## config.mk

```make
export PLATFORM = sky130hd
export DESIGN_NAME = cis_pattern_sequencer
export DESIGN_NICKNAME = d
export VERILOG_FILES = /design/src/rtl/cis_pattern_sequencer.sv
export SDC_FILE = /design/constraint.sdc
export NUM_CORES = 1
export LEC_CHECK = 0
export CAP_MARGIN = 15
export CORE_AREA = 8 8 203 205
export DETAILED_ROUTE_END_ITERATION = 12
export DIE_AREA = 0 0 211 213
export PLACE_DENSITY = 0.86
export SLEW_MARGIN = 20
export SYNTH_ARGS = -nofsm -noshare
export SYNTH_HDL_FRONTEND = slang
export SYNTH_SLANG_ARGS = --single-unit
```

## constraint.sdc

```tcl
create_clock -name clk -period 3.42 [get_ports clk]
set_clock_uncertainty 0.1 [all_clocks]
set_input_delay 0.513 -clock clk [delete_from_list [all_inputs] [get_ports clk]]
set_output_delay 0.513 -clock clk [all_outputs]
set_load 0.005 [all_outputs]
```

## src/rtl/cis_pattern_sequencer.sv

```systemverilog
// CIS/skipper readout sequencer: plays reset, integration and skipping patterns per pixel
// and steps through a pixel cluster with row pulses. Optional abort input: CIS_SEQ_ABORT_EN.
module cis_pattern_sequencer #(
    parameter int NUM_SIGNALS        = 9,
    parameter int PATTERN_LEN        = 12,
    parameter int PIXEL_CLUSTER_SIZE = 16,
    parameter int SKIP_W             = 10,
    parameter int DIV_W              = 10,
    localparam int LEN_W  = $clog2(PATTERN_LEN + 1),
    localparam int NPIX_W = $clog2(PIXEL_CLUSTER_SIZE + 1),
    localparam int PIX_W  = $clog2(PIXEL_CLUSTER_SIZE)
) (
    input  logic                                    clk,
    input  logic                                    reset_n,
    input  logic                                    integration,
    input  logic                                    global_shutter,
    input  logic [DIV_W-1:0]                        clk_div,
    input  logic [SKIP_W-1:0]                       skip_samples,
    input  logic [NPIX_W-1:0]                       num_pixels,
    input  logic [LEN_W-1:0]                        len_reset,
    input  logic [LEN_W-1:0]                        len_integ,
    input  logic [LEN_W-1:0]                        len_skip,
    input  logic [NUM_SIGNALS-1:0][PATTERN_LEN-1:0] pattern_ccd_reset,
    input  logic [NUM_SIGNALS-1:0][PATTERN_LEN-1:0] pattern_integration,
    input  logic [NUM_SIGNALS-1:0][PATTERN_LEN-1:0] pattern_skipping,
`ifdef CIS_SEQ_ABORT_EN
    input  logic                                    abort,
`endif
    output logic [NUM_SIGNALS-1:0]                  sig_out,
    output logic                                    row_rst,
    output logic                                    row_clk,
    output logic                                    running,
    output logic                                    done,
    output logic [PIX_W-1:0]                        pixel_idx,
    output logic [SKIP_W-1:0]                       skip_idx
);
    localparam logic [2:0] S_IDLE  = 3'd0;
    localparam logic [2:0] S_START = 3'd1;
    localparam logic [2:0] S_RESET = 3'd2;
    localparam logic [2:0] S_INTEG = 3'd3;
    localparam logic [2:0] S_SKIP  = 3'd4;
    localparam logic [2:0] S_ROW   = 3'd5;
    localparam logic [2:0] S_DONE  = 3'd6;

    logic [2:0]        state;
    logic              sync1, sync2, sync3, trig;
    logic [DIV_W-1:0]  div_cnt, div_l;
    logic [LEN_W-1:0]  bit_idx, lr_l, li_l, ls_l, cur_len;
    logic [SKIP_W-1:0] skip_cnt, skip_l;
    logic [PIX_W-1:0]  pix_cnt, nlast_l;
    logic              gs_l;
    logic [NUM_SIGNALS-1:0][PATTERN_LEN-1:0] pr_l, pi_l, ps_l;
    logic [NPIX_W-1:0] npix_eff;
    logic [NUM_SIGNALS-1:0] sig_next;
    logic              tick, last_bit, skip_none, more_pix, more_after_row, abort_hit;
    logic [2:0]        post_pix;

    // Out-of-range or zero lengths fall back to the full pattern length.
    function automatic logic [LEN_W-1:0] eff_len(input logic [LEN_W-1:0] l);
        if (l == '0 || l > LEN_W'(PATTERN_LEN)) return LEN_W'(PATTERN_LEN);
        return l;
    endfunction

`ifdef CIS_SEQ_ABORT_EN
    assign abort_hit = abort && state != S_IDLE && state != S_DONE;
`else
    assign abort_hit = 1'b0;
`endif

    assign trig           = sync2 & ~sync3;
    assign tick           = (div_cnt == div_l);
    assign npix_eff       = (num_pixels == '0 || num_pixels > NPIX_W'(PIXEL_CLUSTER_SIZE))
                            ? NPIX_W'(PIXEL_CLUSTER_SIZE) : num_pixels;
    assign skip_none      = (skip_l == '0);
    assign more_pix       = (pix_cnt < nlast_l);
    assign more_after_row = ((pix_cnt + PIX_W'(1)) < nlast_l);
    assign post_pix       = more_pix ? S_ROW : S_DONE;
    assign last_bit       = (bit_idx == cur_len - LEN_W'(1));

    always_comb begin
        cur_len  = lr_l;
        sig_next = '0;
        case (state)
            S_INTEG: cur_len = li_l;
            S_SKIP:  cur_len = ls_l;
            default: cur_len = lr_l;
        endcase
        for (int i = 0; i < NUM_SIGNALS; i++) begin
            case (state)
                S_RESET: sig_next[i] = pr_l[i][bit_idx];
                S_INTEG: sig_next[i] = pi_l[i][bit_idx];
                S_SKIP:  sig_next[i] = ps_l[i][bit_idx];
                default: sig_next[i] = 1'b0;
            endcase
        end
    end

    always_ff @(posedge clk or negedge reset_n) begin
        if (!reset_n) begin
            {sync1, sync2, sync3} <= '0;
        end else begin
            sync1 <= integration;
            sync2 <= sync1;
            sync3 <= sync2;
        end
    end

    always_ff @(posedge clk or negedge reset_n) begin
        if (!reset_n) begin
            state    <= S_IDLE;
            div_cnt  <= '0;
            bit_idx  <= '0;
            skip_cnt <= '0;
            pix_cnt  <= '0;
            div_l    <= '0;
            skip_l   <= '0;
            nlast_l  <= '0;
            lr_l     <= '0;
            li_l     <= '0;
            ls_l     <= '0;
            gs_l     <= 1'b0;
            pr_l     <= '0;
            pi_l     <= '0;
            ps_l     <= '0;
        end else if (abort_hit) begin
            state <= S_DONE;
        end else begin
            case (state)
                S_IDLE: if (trig) begin
                    state    <= S_START;
                    div_cnt  <= '0;
                    bit_idx  <= '0;
                    skip_cnt <= '0;
                    pix_cnt  <= '0;
                    div_l    <= clk_div;
                    skip_l   <= skip_samples;
                    nlast_l  <= PIX_W'(npix_eff - NPIX_W'(1));
                    lr_l     <= eff_len(len_reset);
                    li_l     <= eff_len(len_integ);
                    ls_l     <= eff_len(len_skip);
                    gs_l     <= global_shutter;
                    pr_l     <= pattern_ccd_reset;
                    pi_l     <= pattern_integration;
                    ps_l     <= pattern_skipping;
                end
                S_DONE: state <= S_IDLE;
                default: begin
                    div_cnt <= tick ? '0 : div_cnt + DIV_W'(1);
                    if (tick) begin
                        bit_idx <= last_bit ? '0 : bit_idx + LEN_W'(1);
                        case (state)
                            S_START: begin
                                state   <= S_RESET;
                                bit_idx <= '0;
                            end
                            S_RESET: if (last_bit) state <= S_INTEG;
                            S_INTEG: if (last_bit) begin
                                state    <= skip_none ? post_pix : S_SKIP;
                                skip_cnt <= '0;
                            end
                            S_SKIP: if (last_bit) begin
                                if (skip_cnt == skip_l - SKIP_W'(1)) begin
                                    skip_cnt <= '0;
                                    state    <= post_pix;
                                end else begin
                                    skip_cnt <= skip_cnt + SKIP_W'(1);
                                end
                            end
                            S_ROW: begin
                                pix_cnt <= pix_cnt + PIX_W'(1);
                                bit_idx <= '0;
                                // Global shutter skips straight to sampling; with no samples only ROW ticks remain.
                                if (!gs_l)          state <= S_RESET;
                                else if (!skip_none) state <= S_SKIP;
                                else                state <= more_after_row ? S_ROW : S_DONE;
                            end
                            default: state <= S_IDLE;
                        endcase
                    end
                end
            endcase
        end
    end

    always_ff @(posedge clk or negedge reset_n) begin
        if (!reset_n) begin
            sig_out   <= '0;
            row_rst   <= 1'b0;
            row_clk   <= 1'b0;
            running   <= 1'b0;
            done      <= 1'b0;
            pixel_idx <= '0;
            skip_idx  <= '0;
        end else begin
            sig_out   <= abort_hit ? '0 : sig_next;
            row_rst   <= !abort_hit && state == S_START;
            row_clk   <= !abort_hit && state == S_ROW;
            running   <= state != S_IDLE && state != S_DONE;
            done      <= state == S_DONE;
            pixel_idx <= pix_cnt;
            skip_idx  <= skip_cnt;
        end
    end
endmodule

```

# After elaboration in Yosys (flattened, before gate mapping)
# Cells that the tools add are included.
# totals
register_bits	422
latch_bits	0
ramBits	0
romBits	0
input_bits	365
output_inout_bits	27
word_cells	216
n_memories	0
# op_classes
n_addsub	7
multipliers	0
div_mod_pow	0
order_cmp	7
n_eq_ne	17
shifts	0
muxes	110
bitwise	3
reduce_logical	23
# ops
operator	count
$bmux W1 S4	27
$mux W10	6
$pmux W10 S2	3
$mux W4	13
$mux W1	36
$pmux W1 S3	9
$pmux W4 S2	3
$mux W3	7
$add A10 B1 Y10 const B	2
$eq A10 B10 Y1	2
$ne A4 B4 Y1 const B	4
$pmux W3 S5	1
$gt A4 B4 Y1 const B	3
$logic_not A4 Y1	3
$reduce_and A6 Y1	2
$logic_not A10 Y1	1
$sub A10 B1 Y10 const B	1
$eq A3 B3 Y1 const B	3
$ne A3 B3 Y1 const B	3
$reduce_bool A3 Y1	3
$add A4 B1 Y4 const B	2
$lt A4 B4 Y1	2
$mux W2	4
$sub A4 B1 Y4 const B	2
other kinds (18)	25

# Depth between registers and ports, before layout
# depth
word_depth	8
ltp_mapped	14
ltp_nobuf	11

# Least setup slack after synthesis
# No wires, ideal clock.
# synth_path
kind	register -> register
start	register state[0]
end	register skip_cnt[7]
setup_ps	104
arrival_time_ps	2794
t_required_ps	3216
slack_ps	422
path_stages_with_launch	15
n_path_buf	3
period_less_slack_ps	2998
cell_sequence	dfrtp_1 > buf_4 > buf_6 > a21bo_2 > o22ai_1 > and2_1 > ha_1 > xor2_1 > and3_1 > or2_2 > o311ai_1 > o211a_1 > or3_1 > buf_2 > o41ai_2
# synth_via
elab_chain_len	6
word_cells_on_any_way	17
# synth_rtl
element	line	source
start: declaration	45	logic [2:0] state;
start signal: assignment	158	state <= skip_none ? post_pix : S_SKIP;
start signal: assignment	164	state <= post_pix;
start signal: assignment	175	else state <= more_after_row ? S_ROW : S_DONE;
$eq A3 B3 Y1 / $eq A3 B2 Y1 (equally long branches)	83, 151	
$pmux W4 S2	83	case (state)
$sub A4 B1 Y4	78	assign last_bit = (bit_idx == cur_len - LEN_W'(1));
$eq A4 B4 Y1	78	
$ne A3 B3 Y1 (no line)	n/a	
$reduce_and A6 Y1 (no line)	n/a	
end signal: assignment	166	skip_cnt <= skip_cnt + SKIP_W'(1);
end: declaration	49	logic [SKIP_W-1:0] skip_cnt, skip_l;
# Several ways; a longest one is shown, not always the timed one. The select of a mux whose other input is x is not followed.
# A chain may end at the register's enable or synchronous reset.

# Worst setup path after layout
# layout_path
start	register state[0]
end	register skip_cnt[4]
# The elaborated chain is that of the path after synthesis.

==> reports/qor.csv <==
metric,value,unit
status,completed,
synth_seq_area_share,54.0,%
ys.flop_type,dfrtp_1,
critPathLaunchType,flip-flop,
max_stage_delay,0.49,ns
cts_buffers,45,
globalplace.congestion,0.852,
synth_nets,2468,
fp-row-count,72,
crit_start,state[0]$_DFFE_PN0P_,
grt.overflow.total,0,
clockRootBuffer,clkbuf_16,
cpLargestDelayFamily,simple AND/OR/NAND/NOR gates,
nets,2824,
yosysWarnings,0,
grt_start_max_net_pins,239,
place_area,24200,µm²
postSynthCellCount,2090,
critPathSlowestCell,or3_1,
die_x,211,µm
r2r_start,state[0]$_DFFE_PN0P_,
layout-drive-gt1-share,9.08,%
area_delta_synth_final,31.7,%
clkTransAtPathRegs,0.06,ns
route.detailed.drc,0,
worst_hold_startpoint,sync2$_DFF_PN0_,
async_flop_share,100,%
critPathKind,flip-flop to flip-flop,
die_y,213,µm
grt_use_total,26.0,%
clockBufferDepth,3,
ys_ff_latch,422,
power,21400,µW
vias,16600,
tightest_slew,1.17,ns
first_pass_iters,5,
start_util,51.3,%
syn_avg_cell_area,9.36,µm²
viasPerCell,5.54,
synth_cell_types,63,
finalSetupViolCount,0,
powerDensity,831,nW/µm²
drt_iter0_markers,1282,
core_area,38100,µm²
design_area,25800,µm²
netlist_area,19600,µm²
cap_violations,0,
drv_slew,0,
slew_headroom,21.9,%
wl_per_cell,19.6,µm
setup_tns,0,ns
post_cts.repair.setup_buffers,0,
layout.cells.non_filler,3003,
routed_wl,58900,µm
hold_violations,0,
antenna_found_initial,7,
critical_path_buf_inv_count,0,
die-area,44900,µm²
min_path_type,flip-flop to flip-flop,
ctsHtreeMaxLevel,2,
portBuffers,391,
grt_pass1_vias,17600,
cts_sinks,422,
critical_path.cell_chain,and3b_1 -> o21ai_0 -> and2_1 -> ha_1 -> xor2_1 -> and3_1 -> or2_2 -> o311ai_1 -> o211a_1 -> or3_1 -> o31ai_1,
leakage,0.0123,µW
ir_drop,0.462,mV
placed_cells,2916,
required,3.77,ns
critPathMaxFanout,9,
crit_arrival,3.60,ns
end_kind,flip-flop,
fin_crit,3.25,ns
grt_pass1_wl,93000,µm
dp_hpwl,41400,µm
antenna_left,0,
io_pins,392,
rsz0062_at_grt,false,
max_freq,308,MHz
worstSkewPairLatency,0.58,ns
min_period_over_period,94.9,%
synth_edf_count,0,
cts_tree,done,
power by group:
part | leakage (µW) | internal [µW] | switching, µW | total (µW)
Sequential | 0.00521 | 7230 | 1430 | 8660
Clock | 0.000764 | 3100 | 2030 | 5120
Combinational | 0.00631 | 3630 | 3980 | 7610
stage by stage:
stage               worst slack [ns]  util [%]  hold slack, ns
floorplan                      0.422         -           0.117
finish                         0.173      67.6           0.279
global placement               0.299      63.4           0.254
CTS                            0.171      67.5           0.277
detailed placement             0.178      63.4           0.263
global route                 0.00398      67.6           0.285
path summary, 6_finish.rpt:
kind | to | slack [ns] | cells past startpoint
worst max-delay path | skip_cnt[4]$_DFFE_PN0P_ | 0.17 | 11
worst min-delay path | sync3$_DFF_PN0_ | 0.28 | 0
worst max register to register | skip_cnt[4]$_DFFE_PN0P_ | 0.17 | 11
worst min register to register | sync3$_DFF_PN0_ | 0.28 | 0
max in group asynchronous | ps_l[50]$_DFFE_PN0P_ | 1.77 | 3
min in group asynchronous | pi_l[55]$_DFFE_PN0P_ | 0.48 | 2
routing by layer:
layer | track usage (%) | vias up | share of wire (%)
met5 | 0 | - | 0.022
met4 | 12.5 | 2 | 4.1
met3 | 5.08 | 142 | 6.3
met2 | 43.5 | 673 | 50
met1 | 32.3 | 8283 | 40
li1 | - | 7540 | -
state kept, by name (all words and copies together), names as in the netlist, 3 cells and up:
name	count
pi_l	108
skip_cnt	10
bit_idx	4
div_cnt	10
ls_l	4
ps_l	108
skip_idx	10
lr_l	4
nlast_l	4
pr_l	108
skip_l	10
div_l	10
pixel_idx	4
pix_cnt	4
state	3
sig_out	9
li_l	4
logic make-up (layout without fill, tap and decap cells):
group | count (synthesis) | in the layout | synth area share (%)
AND/OR/NAND/NOR | 1216 | 1216 | 24.6
flip-flops | 422 | 422 | 54.0
AO/OA/AOI/OAI | 152 | 152 | 5.33
buffers and inverters | 146 | 535 | 2.94
multiplexers | 112 | 112 | 10.9
XOR/XNOR | 29 | 29 | 1.30
adder cells (fa/ha/maj) | 13 | 13 | 0.832
other | 0 | 6 | 0
cell usage after synthesis (all sizes together) (9+ instances only):
| cell | count | share of area (%) |
|---|---|---|
| a22oi | 9 | 0.35 |
| ha | 13 | 0.83 |
| nand2 | 1093 | 21 |
| o22a | 9 | 0.40 |
| mux4 | 81 | 9.3 |
| and3 | 13 | 0.42 |
| o22ai | 11 | 0.35 |
| nand2b | 14 | 0.45 |
| xor2 | 16 | 0.72 |
| buf | 22 | 0.56 |
| a21oi | 12 | 0.33 |
| mux2i | 27 | 1.4 |
| xnor2 | 13 | 0.58 |
| o221ai | 9 | 0.40 |
| nand3 | 18 | 0.46 |
| inv | 20 | 0.38 |
| nor2 | 18 | 0.35 |
| clkbuf | 104 | 2.0 |
| o21ai | 61 | 1.6 |
| nor3 | 17 | 0.46 |
| dfrtp | 422 | 54 |
final cells by class:
type	instances	area, µm²
Inverter	20	75.1
Antenna cell	6	15.0
Clock inverter	18	229
Clock buffer	62	1330
Fill cell	2698	12400
Multi-Input combinational cell	1522	8430
Timing Repair Buffer	435	4450
Sequential cell	422	10600
Tap cell	518	648
cells in the final DEF, fill, tap and decap left out, drive strengths merged, types with 5 or more instances in the layout:
master	synthesis	final
xnor2	13	13
a21oi	12	12
o22ai	11	11
clkinv	0	8
nor3	17	17
a21o	5	5
inv	20	21
and3	13	13
diode	0	6
nand2b	14	14
mux2i	27	27
ha	13	13
dfrtp	422	422
nor2b	7	7
o221ai	9	9
clkdlybuf4s50	0	390
bufinv	0	5
o21ai	61	61
nand3	18	18
a22oi	9	9
a31oi	5	5
mux4	81	81
nand2	1093	1093
o22a	9	9
or3	8	8
xor2	16	16
nor2	18	18
o31ai	5	5
buf	22	44
clkbuf	104	62
timing repair:
action,CTS,global route
resized for setup,0,0
endpoints found under the hold margin,86,0
hold buffers,1,0
(Power assumes the default switching activity.)
